File: src/rtl/tick_timer_pkg.sv
// Shared types for the tick timer: command opcodes, channel modes/states and
// the registered command packet.
package tick_timer_pkg;

  // The command packet is sized for the largest supported configuration
  // (16 channels, 32-bit count); narrower builds zero-extend into it.
  localparam int PKT_CHAN_W = 4;
  localparam int PKT_DATA_W = 32;

  typedef enum logic [1:0] {
    CMD_START        = 2'd0,
    CMD_STOP         = 2'd1,
    CMD_SET_PRESCALE = 2'd2,
    CMD_SET_RELOAD   = 2'd3
  } cmd_t;

  typedef enum logic {
    MODE_PERIODIC = 1'b0,
    MODE_ONESHOT  = 1'b1
  } mode_t;

  typedef enum logic {
    CH_IDLE = 1'b0,
    CH_RUN  = 1'b1
  } chan_state_t;

  typedef struct packed {
    cmd_t                  op;
    logic [PKT_CHAN_W-1:0] chan;
    mode_t                 mode;
    logic [PKT_DATA_W-1:0] data;
  } cmd_packet_t;

  function automatic cmd_packet_t make_packet(
    input logic [1:0]            op,
    input logic [PKT_CHAN_W-1:0] chan,
    input logic                  mode,
    input logic [PKT_DATA_W-1:0] data
  );
    cmd_packet_t p;
    p.op   = cmd_t'(op);
    p.chan = chan;
    p.mode = mode_t'(mode);
    p.data = data;
    return p;
  endfunction

endpackage

File: src/rtl/timer_channel.sv
// One timer channel: reload register, down-counter, IDLE/RUN FSM and a
// registered 1-cycle tick driven by the shared prescaler strobe.
module timer_channel
  import tick_timer_pkg::*;
#(
  parameter int COUNT_WIDTH = 32
) (
  input  logic                   clk_i,
  input  logic                   rst_n_i,
  input  logic                   strobe_i,
  input  logic                   start_i,
  input  logic                   stop_i,
  input  logic                   set_reload_i,
  input  mode_t                  mode_i,
  input  logic [COUNT_WIDTH-1:0] data_i,
  output logic                   tick_o,
  output chan_state_t            state_o
);

  localparam logic [COUNT_WIDTH-1:0] ONE = COUNT_WIDTH'(1);

  logic [COUNT_WIDTH-1:0] reload_q;
  logic [COUNT_WIDTH-1:0] count_q;
  mode_t                  mode_q;
  chan_state_t            state_q;
  logic                   tick_q;

  // START and STOP take priority over an expiry in the same cycle, which
  // suppresses the tick that expiry would otherwise have produced.
  always_ff @(posedge clk_i or negedge rst_n_i) begin
    if (!rst_n_i) begin
      reload_q <= '0;
      count_q  <= '0;
      mode_q   <= MODE_PERIODIC;
      state_q  <= CH_IDLE;
      tick_q   <= 1'b0;
    end else begin
      tick_q <= 1'b0;
      if (set_reload_i) begin
        reload_q <= data_i;
      end
      if (start_i) begin
        count_q <= reload_q;
        mode_q  <= mode_i;
        state_q <= CH_RUN;
      end else if (stop_i) begin
        state_q <= CH_IDLE;
      end else if (state_q == CH_RUN && strobe_i) begin
        if (count_q == '0) begin
          tick_q <= 1'b1;
          if (mode_q == MODE_ONESHOT) begin
            state_q <= CH_IDLE;
          end else begin
            count_q <= reload_q;
          end
        end else begin
          count_q <= count_q - ONE;
        end
      end
    end
  end

  assign tick_o  = tick_q;
  assign state_o = state_q;

endmodule

File: src/rtl/tick_timer_ctrl.sv
// Multi-channel tick scheduler: command stage + decode, shared prescaler and
// N timer_channel instances. Build with TICK_TIMER_IRQ_LATCH_EN for sticky irq_o.
module tick_timer_ctrl
  import tick_timer_pkg::*;
#(
  parameter int N_CHANNELS     = 4,
  parameter int PRESCALE_WIDTH = 16,
  parameter int COUNT_WIDTH    = 32,
  localparam int CHAN_W        = (N_CHANNELS > 1) ? $clog2(N_CHANNELS) : 1
) (
  input  logic                   clk_i,
  input  logic                   rst_n_i,
  input  logic                   cmd_valid_i,
  output logic                   cmd_ready_o,
  input  logic [1:0]             cmd_op_i,
  input  logic [CHAN_W-1:0]      cmd_chan_i,
  input  logic                   cmd_mode_i,
  input  logic [COUNT_WIDTH-1:0] cmd_data_i,
`ifdef TICK_TIMER_IRQ_LATCH_EN
  input  logic [N_CHANNELS-1:0]  irq_clear_i,
`endif
  output logic [N_CHANNELS-1:0]  tick_o,
  output logic [N_CHANNELS-1:0]  running_o,
  output logic [N_CHANNELS-1:0]  irq_o
);

  // Handshake: a command transfers on a cycle where cmd_valid_i && cmd_ready_o.
  // It sits in the stage for exactly one cycle (the apply cycle), during which
  // cmd_ready_o is low; the effect is visible after the following edge.
  logic        stage_full_q;
  cmd_packet_t stage_q;
  logic        accept;

  assign accept      = cmd_valid_i && !stage_full_q;
  assign cmd_ready_o = !stage_full_q;

  always_ff @(posedge clk_i or negedge rst_n_i) begin
    if (!rst_n_i) begin
      stage_full_q <= 1'b0;
      stage_q      <= '0;
    end else begin
      stage_full_q <= accept;
      if (accept) begin
        stage_q <= make_packet(cmd_op_i, PKT_CHAN_W'(cmd_chan_i), cmd_mode_i,
                               PKT_DATA_W'(cmd_data_i));
      end
    end
  end

  // Shared prescaler: counts 0..divisor and strobes on the terminal count.
  logic                      apply_prescale;
  logic [PRESCALE_WIDTH-1:0] div_q, div_d;
  logic [PRESCALE_WIDTH-1:0] pcnt_q, pcnt_d;
  logic                      strobe;

  assign apply_prescale = stage_full_q && (stage_q.op == CMD_SET_PRESCALE);

  always_comb begin
    div_d  = div_q;
    pcnt_d = pcnt_q;
    strobe = 1'b0;
    if (apply_prescale) begin
      div_d  = stage_q.data[PRESCALE_WIDTH-1:0];
      pcnt_d = '0;
    end else if (pcnt_q == div_q) begin
      strobe = 1'b1;
      pcnt_d = '0;
    end else begin
      pcnt_d = pcnt_q + PRESCALE_WIDTH'(1);
    end
  end

  always_ff @(posedge clk_i or negedge rst_n_i) begin
    if (!rst_n_i) begin
      div_q  <= '0;
      pcnt_q <= '0;
    end else begin
      div_q  <= div_d;
      pcnt_q <= pcnt_d;
    end
  end

  // Per-channel decode; commands naming a nonexistent channel hit nothing.
  chan_state_t chan_state [N_CHANNELS];

  for (genvar i = 0; i < N_CHANNELS; i++) begin : g_chan
    logic hit;
    logic start_en;
    logic stop_en;
    logic reload_en;

    assign hit       = stage_full_q && (stage_q.chan == PKT_CHAN_W'(i));
    assign start_en  = hit && (stage_q.op == CMD_START);
    assign stop_en   = hit && (stage_q.op == CMD_STOP);
    assign reload_en = hit && (stage_q.op == CMD_SET_RELOAD);

    timer_channel #(
      .COUNT_WIDTH (COUNT_WIDTH)
    ) u_chan (
      .clk_i        (clk_i),
      .rst_n_i      (rst_n_i),
      .strobe_i     (strobe),
      .start_i      (start_en),
      .stop_i       (stop_en),
      .set_reload_i (reload_en),
      .mode_i       (stage_q.mode),
      .data_i       (stage_q.data[COUNT_WIDTH-1:0]),
      .tick_o       (tick_o[i]),
      .state_o      (chan_state[i])
    );

    assign running_o[i] = (chan_state[i] == CH_RUN);
  end

`ifdef TICK_TIMER_IRQ_LATCH_EN
  // Sticky pending bits: a tick in the same cycle beats a clear.
  logic [N_CHANNELS-1:0] irq_q;

  always_ff @(posedge clk_i or negedge rst_n_i) begin
    if (!rst_n_i) begin
      irq_q <= '0;
    end else begin
      irq_q <= tick_o | (irq_q & ~irq_clear_i);
    end
  end

  assign irq_o = irq_q;
`else
  assign irq_o = tick_o;
`endif

endmodule

File: config.mk
export PLATFORM = sky130hd
export DESIGN_NAME = tick_timer_ctrl
export DESIGN_NICKNAME = d
export VERILOG_FILES = /design/src/rtl/tick_timer_pkg.sv /design/src/rtl/timer_channel.sv /design/src/rtl/tick_timer_ctrl.sv
export SDC_FILE = /design/constraint.sdc
export NUM_CORES = 1
export LEC_CHECK = 0
export BUFFER_PORTS_ARGS = -buffer_cell sky130_fd_sc_hd__buf_2
export CAP_MARGIN = 15
export CELL_PAD_IN_SITES_DETAIL_PLACEMENT = 1
export CELL_PAD_IN_SITES_GLOBAL_PLACEMENT = 1
export CORE_MARGIN = 2
export CORE_UTILIZATION = 45
export DETAILED_ROUTE_END_ITERATION = 7
export PLACE_DENSITY_LB_ADDON = 0.1
export SYNTH_ARGS = -nofsm -noshare
export SYNTH_HDL_FRONTEND = slang
export SYNTH_SLANG_ARGS = --single-unit
File: constraint.sdc
create_clock -name clk_i -period 8.2 [get_ports clk_i]
set_input_delay 1.23 -clock clk_i [delete_from_list [all_inputs] [get_ports clk_i]]
set_output_delay 1.23 -clock clk_i [all_outputs]
set_load 0.005 [all_outputs]
**Yosys cells after proc, flatten, opt, wreduce, memory -nomap -nowiden**

Index checks and enable logic that the tools add are counted.

- Input port bits: 40
- Logic and storage cells: 160
- Bits in registers: 338

- Add/subtract/negate cells: 5
- Reduce and logical (&&, ||, !) cells: 53
- Mux-type cells: 60
- Equality and inequality tests: 15

Operator list:

| cell | count |
|---|---|
| $mux W32 | 20 |
| $logic_not A32 Y1 | 4 |
| $sub A32 B1 Y32 const B | 4 |
| $mux W1 | 38 |
| $reduce_bool A3 Y1 | 12 |
| $mux W16 | 2 |
| $reduce_and A3 Y1 | 8 |
| $logic_and A1 B1 Y1 | 22 |
| $add A16 B1 Y16 const B | 1 |
| $eq A16 B16 Y1 | 1 |
| $ne A3 B3 Y1 const B | 4 |
| $eq A2 B2 Y1 const B | 4 |
| $ne A2 B2 Y1 const B | 4 |
| $reduce_bool A2 Y1 | 4 |
| $eq A2 B1 Y1 const B | 2 |
| $logic_not A4 Y1 | 1 |
| $logic_not A2 Y1 | 1 |
| $logic_not A1 Y1 | 1 |

**Depth between registers and ports, before layout**

- Word-level depth: 7
- Depth in mapped cells: 10
- Gate-level depth less buffers: 8

**Hierarchy**

A second synthesis with hierarchy kept.

- Cell total of the unflattened synthesis: 1676
- Area, all modules: 17230.3 sq um

By module, submodules not included:

| module | sequential area each (sq um) | area an instance (sq um) | cells an instance | times used |
|---|---|---|---|---|
| timer_channel (g_chan[0].u_chan ...) | 1676.6 | 3553.4 | 363 | 2 |
| timer_channel (g_chan[2].u_chan ...) | 1676.6 | 3508.4 | 355 | 2 |
| tick_timer_ctrl | 1751.7 | 3106.7 | 240 | 1 |

**Worst setup path before layout**

No wires, ideal clock.

- Path kind: register -> register
- From: register g_chan[1].u_chan.count_q[19]
- To: register g_chan[1].u_chan.count_q[1]
- Data required time: 8075 ps
- Arrival: 2623 ps
- Slack: 5452 ps
- Stages on the path, launching flop included: 9
- Period minus slack after synthesis: 2748 ps
- Path through: dfrtp_1 > or4_4 > or4_1 > buf_2 > nor4_4 > a2111o_1 > buf_4 > nand2_4 > mux2_4

- Longest elaborated chain between the ends: 5

Ends and longest elaborated chain:

| what | RTL line | RTL |
|---|---|---|
| start, declared | timer_channel.sv:23 | `logic [COUNT_WIDTH-1:0] count_q;` |
| start signal, assigned | timer_channel.sv:43 | `count_q <= reload_q;` |
| start signal, assigned | timer_channel.sv:54 | `count_q <= reload_q;` |
| start signal, assigned | timer_channel.sv:57 | `count_q <= count_q - ONE;` |
| $logic_not A32 Y1 * | timer_channel.sv:49 | `if (count_q == '0) begin` |
| $mux W32 | timer_channel.sv:49 |  |
| $mux W32 | timer_channel.sv:48 | `end else if (state_q == CH_RUN && strobe_i) begin` |
| $mux W32 | timer_channel.sv:46 | `end else if (stop_i) begin` |
| $mux W32 | timer_channel.sv:42 | `if (start_i) begin` |

Every way passes the cells marked *; elsewhere a longest branch is shown, timed or not. The select of a mux whose other input is x is not followed.
A chain may end at the register's enable or synchronous reset.

**Worst setup path in the final report**

Ends and elaborated chain as after synthesis.

==> results.yml <==
pwr:
  p_comb_frac: 0.172
  sw_frac_of_total: 0.305
  internal_power_uw: 3790
  pwr_density_cell_nw_per_um2: 285
  pwr-share-seq: 0.485
  p_clk_frac: 0.343
  p_leak_uw: 0.00810
  vdd_drop_max_v: 0.000172
  p_switching_uw: 1670
clocking:
  cts_made_buffers: 40
  h-tree-depth: 2
  cts_tree: "built"
  postCtsHoldBufs: 0
  clockBufferDepth: 3
  post-cts-setup-buffers: 0
  cts_resized: 0
  clkLatencyLatePin_ns: 0.56
  clk_pin_slew_worst_paths_ns: 0.06
  clk_root_buffer_cell: "clkbuf_16"
  cts.sinks: 338
logic_synthesis:
  synth_edf_count: 0
  synth.cell_area_um2: 17100
  synthArstFlopShare: 1.00
  synth-seq-cells: 338
  syn-instance-count: 1673
  ys.flop_type: "dfrtp_1"
  ys_warn_count: 0
  avgSynthCellArea_um2: 10.2
  syn_nets: 1722
  yosysSeqAreaShare: 0.493
  synth.distinct_cells: 70
timing:
  rsz0062_at_grt: "no"
  finalClockSkew_ns: 0.0165
  finalHoldViolCount: 0
  fmax_ghz: 0.260
  tns_ns: 0
  post-route-worst-setup-slack_ns: 4.35
  post-route-period-util: 0.469
  min_period_ns: 3.85
  worst_pin_slew_ns: 1.06
  drv_slew: 0
  relSlewSlack: 0.292
  finalSetupViolations: 0
  timing.hold.ws_ns: 0.498
grt:
  antenna_found_initial: 1
  grt_use_met2: 0.449
  grt_usage: 0.280
  met3_usage: 0.0366
  grt_max_degree: 155
  busiest_layer: "met2"
  grt_pass1_vias: 14280
  met1_usage: 0.385
  gr-total-overflow: 0
  grt_pass1_wl_um: 84800
detailed_routing:
  drc: 0
  vias: 13873
  dr.pass1.iters: 5
  wl_um: 54100
  avgViaCountPerCell: 6.29
  wl_per_cell_um: 24.5
  ant_nets: 0
  drtIter0Drc: 780
floorplan:
  core_um2: 37600
  initial_core_util: 0.456
  die-area_um2: 39700
  ioPinCount: 53
  rows: 71
  die_h_um: 199
  fp.dieW_um: 199
placement:
  io_buffer_count: 52
  gp_congestion: 0.823
  dp_slack_ns: 4.36
  hpwl_um: 34700
critical_path:
  critPathMaxFanout: 26
  slowest_delay_ns: 0.88
  worstPathArrival_ns: 4.29
  cp-start-kind: "flip-flop"
  cpMaxStageDelayCell: "a2111o_1"
  path_class: "reg2reg"
  end_kind: "flip-flop"
  crit_path_cell_trace: "or4_4 -> or4_1 -> nor4_4 -> a2111o_1 -> nand2_4 -> mux2_4"
  crit_required_ns: 8.64
worst_hold_path:
  hp-class: "reg2reg"
flow_run:
  cap_violations: 0
final_layout:
  num-nets-final: 1715
  utilization: 0.511
  syn_to_final_growth_pct: 11.9
  final.fill_count: 4067
  final_cell_mix: "dfrtp_1 (338), mux2_2 (168), nand2_1 (133)"
  final_layout_size_suffix_gt1_frac: 0.202
  final_common_cell: "dfrtp_1"
outcome:
  run_status: "complete, no violations"
-- kinds of logic (layout without fill, tap and decap cells) --
| logic type | count (synthesis) | count (layout) | synth area share |
|---|---|---|---|
| buffers and inverters | 158 | 180 | 0.0398 |
| DFF | 338 | 338 | 0.493 |
| xor gates and xnor gates | 30 | 30 | 0.0153 |
| AOI/OAI and AO/OA | 416 | 416 | 0.167 |
| and+or+nand+nor | 549 | 549 | 0.164 |
| adders and majority gates | 9 | 9 | 0.00657 |
| muxes | 173 | 173 | 0.114 |
| other | 0 | 1 | 0 |
-- final cells by class --
class	count	area, um^2	share of cell area
diodes	1	2.50	0.000130
flip-flops and latches	338	8460	0.441
clock inverters	14	198	0.0103
inverters	29	109	0.00567
repair buffers	80	526	0.0274
well taps	511	639	0.0333
clock buffers	57	1180	0.0613
multi-input cells	1177	8080	0.421
-- through the flow --
stage | total power (uW) | cells | area (um^2)
floorplan | 3180 | 1673 | 17100
global placement | 3540 | 2132 | 17800
detailed placement | 3600 | 2133 | 17800
CTS | 5510 | 2204 | 19100
global route | 5740 | 2206 | 19200
finish | 5460 | 2207 | 19200
-- power by group through the flow --
stage | clock (uW) | combinational, uW | sequential [uW]
2_1_floorplan | 0 | 747 | 2430
3_3_place_gp | 0 | 888 | 2650
3_5_place_dp | 0 | 934 | 2670
4_1_cts | 1910 | 944 | 2650
5_1_grt | 1980 | 1050 | 2710
6_report | 1870 | 940 | 2650
-- synthesized netlist by cell type, types with 15 or more instances --
master | number | share of area
or4_1 | 17 | 0.0074
nand3_1 | 76 | 0.022
a22oi_1 | 36 | 0.016
o22a_1 | 33 | 0.017
a21oi_1 | 97 | 0.028
mux2_2 | 168 | 0.11
nand2_1 | 133 | 0.029
nor4_1 | 53 | 0.019
o211ai_1 | 27 | 0.012
dfrtp_1 | 338 | 0.49
clkbuf_1 | 88 | 0.019
or3_1 | 19 | 0.0069
o22ai_1 | 24 | 0.0088
nor3_1 | 67 | 0.020
inv_1 | 29 | 0.0063
o21ai_0 | 43 | 0.013
buf_4 | 15 | 0.0066
o221ai_1 | 18 | 0.0092
nand4_1 | 32 | 0.012
a41oi_1 | 15 | 0.0077
nor2_1 | 89 | 0.019
a31oi_1 | 31 | 0.011
xor2_1 | 25 | 0.013
-- layer usage --
layer	routed length, um	vias up
met2	25400	255
met5	0	-
met4	2160	0
met3	2070	91
li1	-	6297
met1	24500	7230
-- state kept, by name, indices dropped and copies added, names as in the netlist --
| signal | flops |
|---|---|
| g_chan.u_chan.count_q | 128 |
| g_chan.u_chan.reload_q | 128 |
| stage_q | 37 |
| div_q | 16 |
| pcnt_q | 16 |
| g_chan.u_chan.mode_q | 4 |
| g_chan.u_chan.state_o | 4 |
| g_chan.u_chan.tick_o | 4 |
| stage_full_q | 1 |
-- worst max-delay path, delay by kind of cell (launching register included) --
kind	cells	cell delay (ns)
DFF	1	0.45
AOI/OAI and AO/OA	1	0.88
muxes	1	0.36
and+or+nand+nor	4	2.02
-- worst paths after layout --
kind | start | endpoint | slack [ns] | cells after the start
setup / recovery | g_chan[1].u_chan.count_q[19] | g_chan[1].u_chan.count_q[1] | 4.35 | 6
hold / removal | div_q[12] | div_q[12] | 0.50 | 2
setup reg to reg | g_chan[1].u_chan.count_q[19] | g_chan[1].u_chan.count_q[1] | 4.35 | 6
hold reg to reg | div_q[12] | div_q[12] | 0.50 | 2
max in group asynchronous | rst_n_i | stage_q[18] | 5.97 | 2
min in group asynchronous | rst_n_i | g_chan[3].u_chan.count_q[27] | 0.77 | 1
Note: power is estimated with default switching activity, not from simulation.
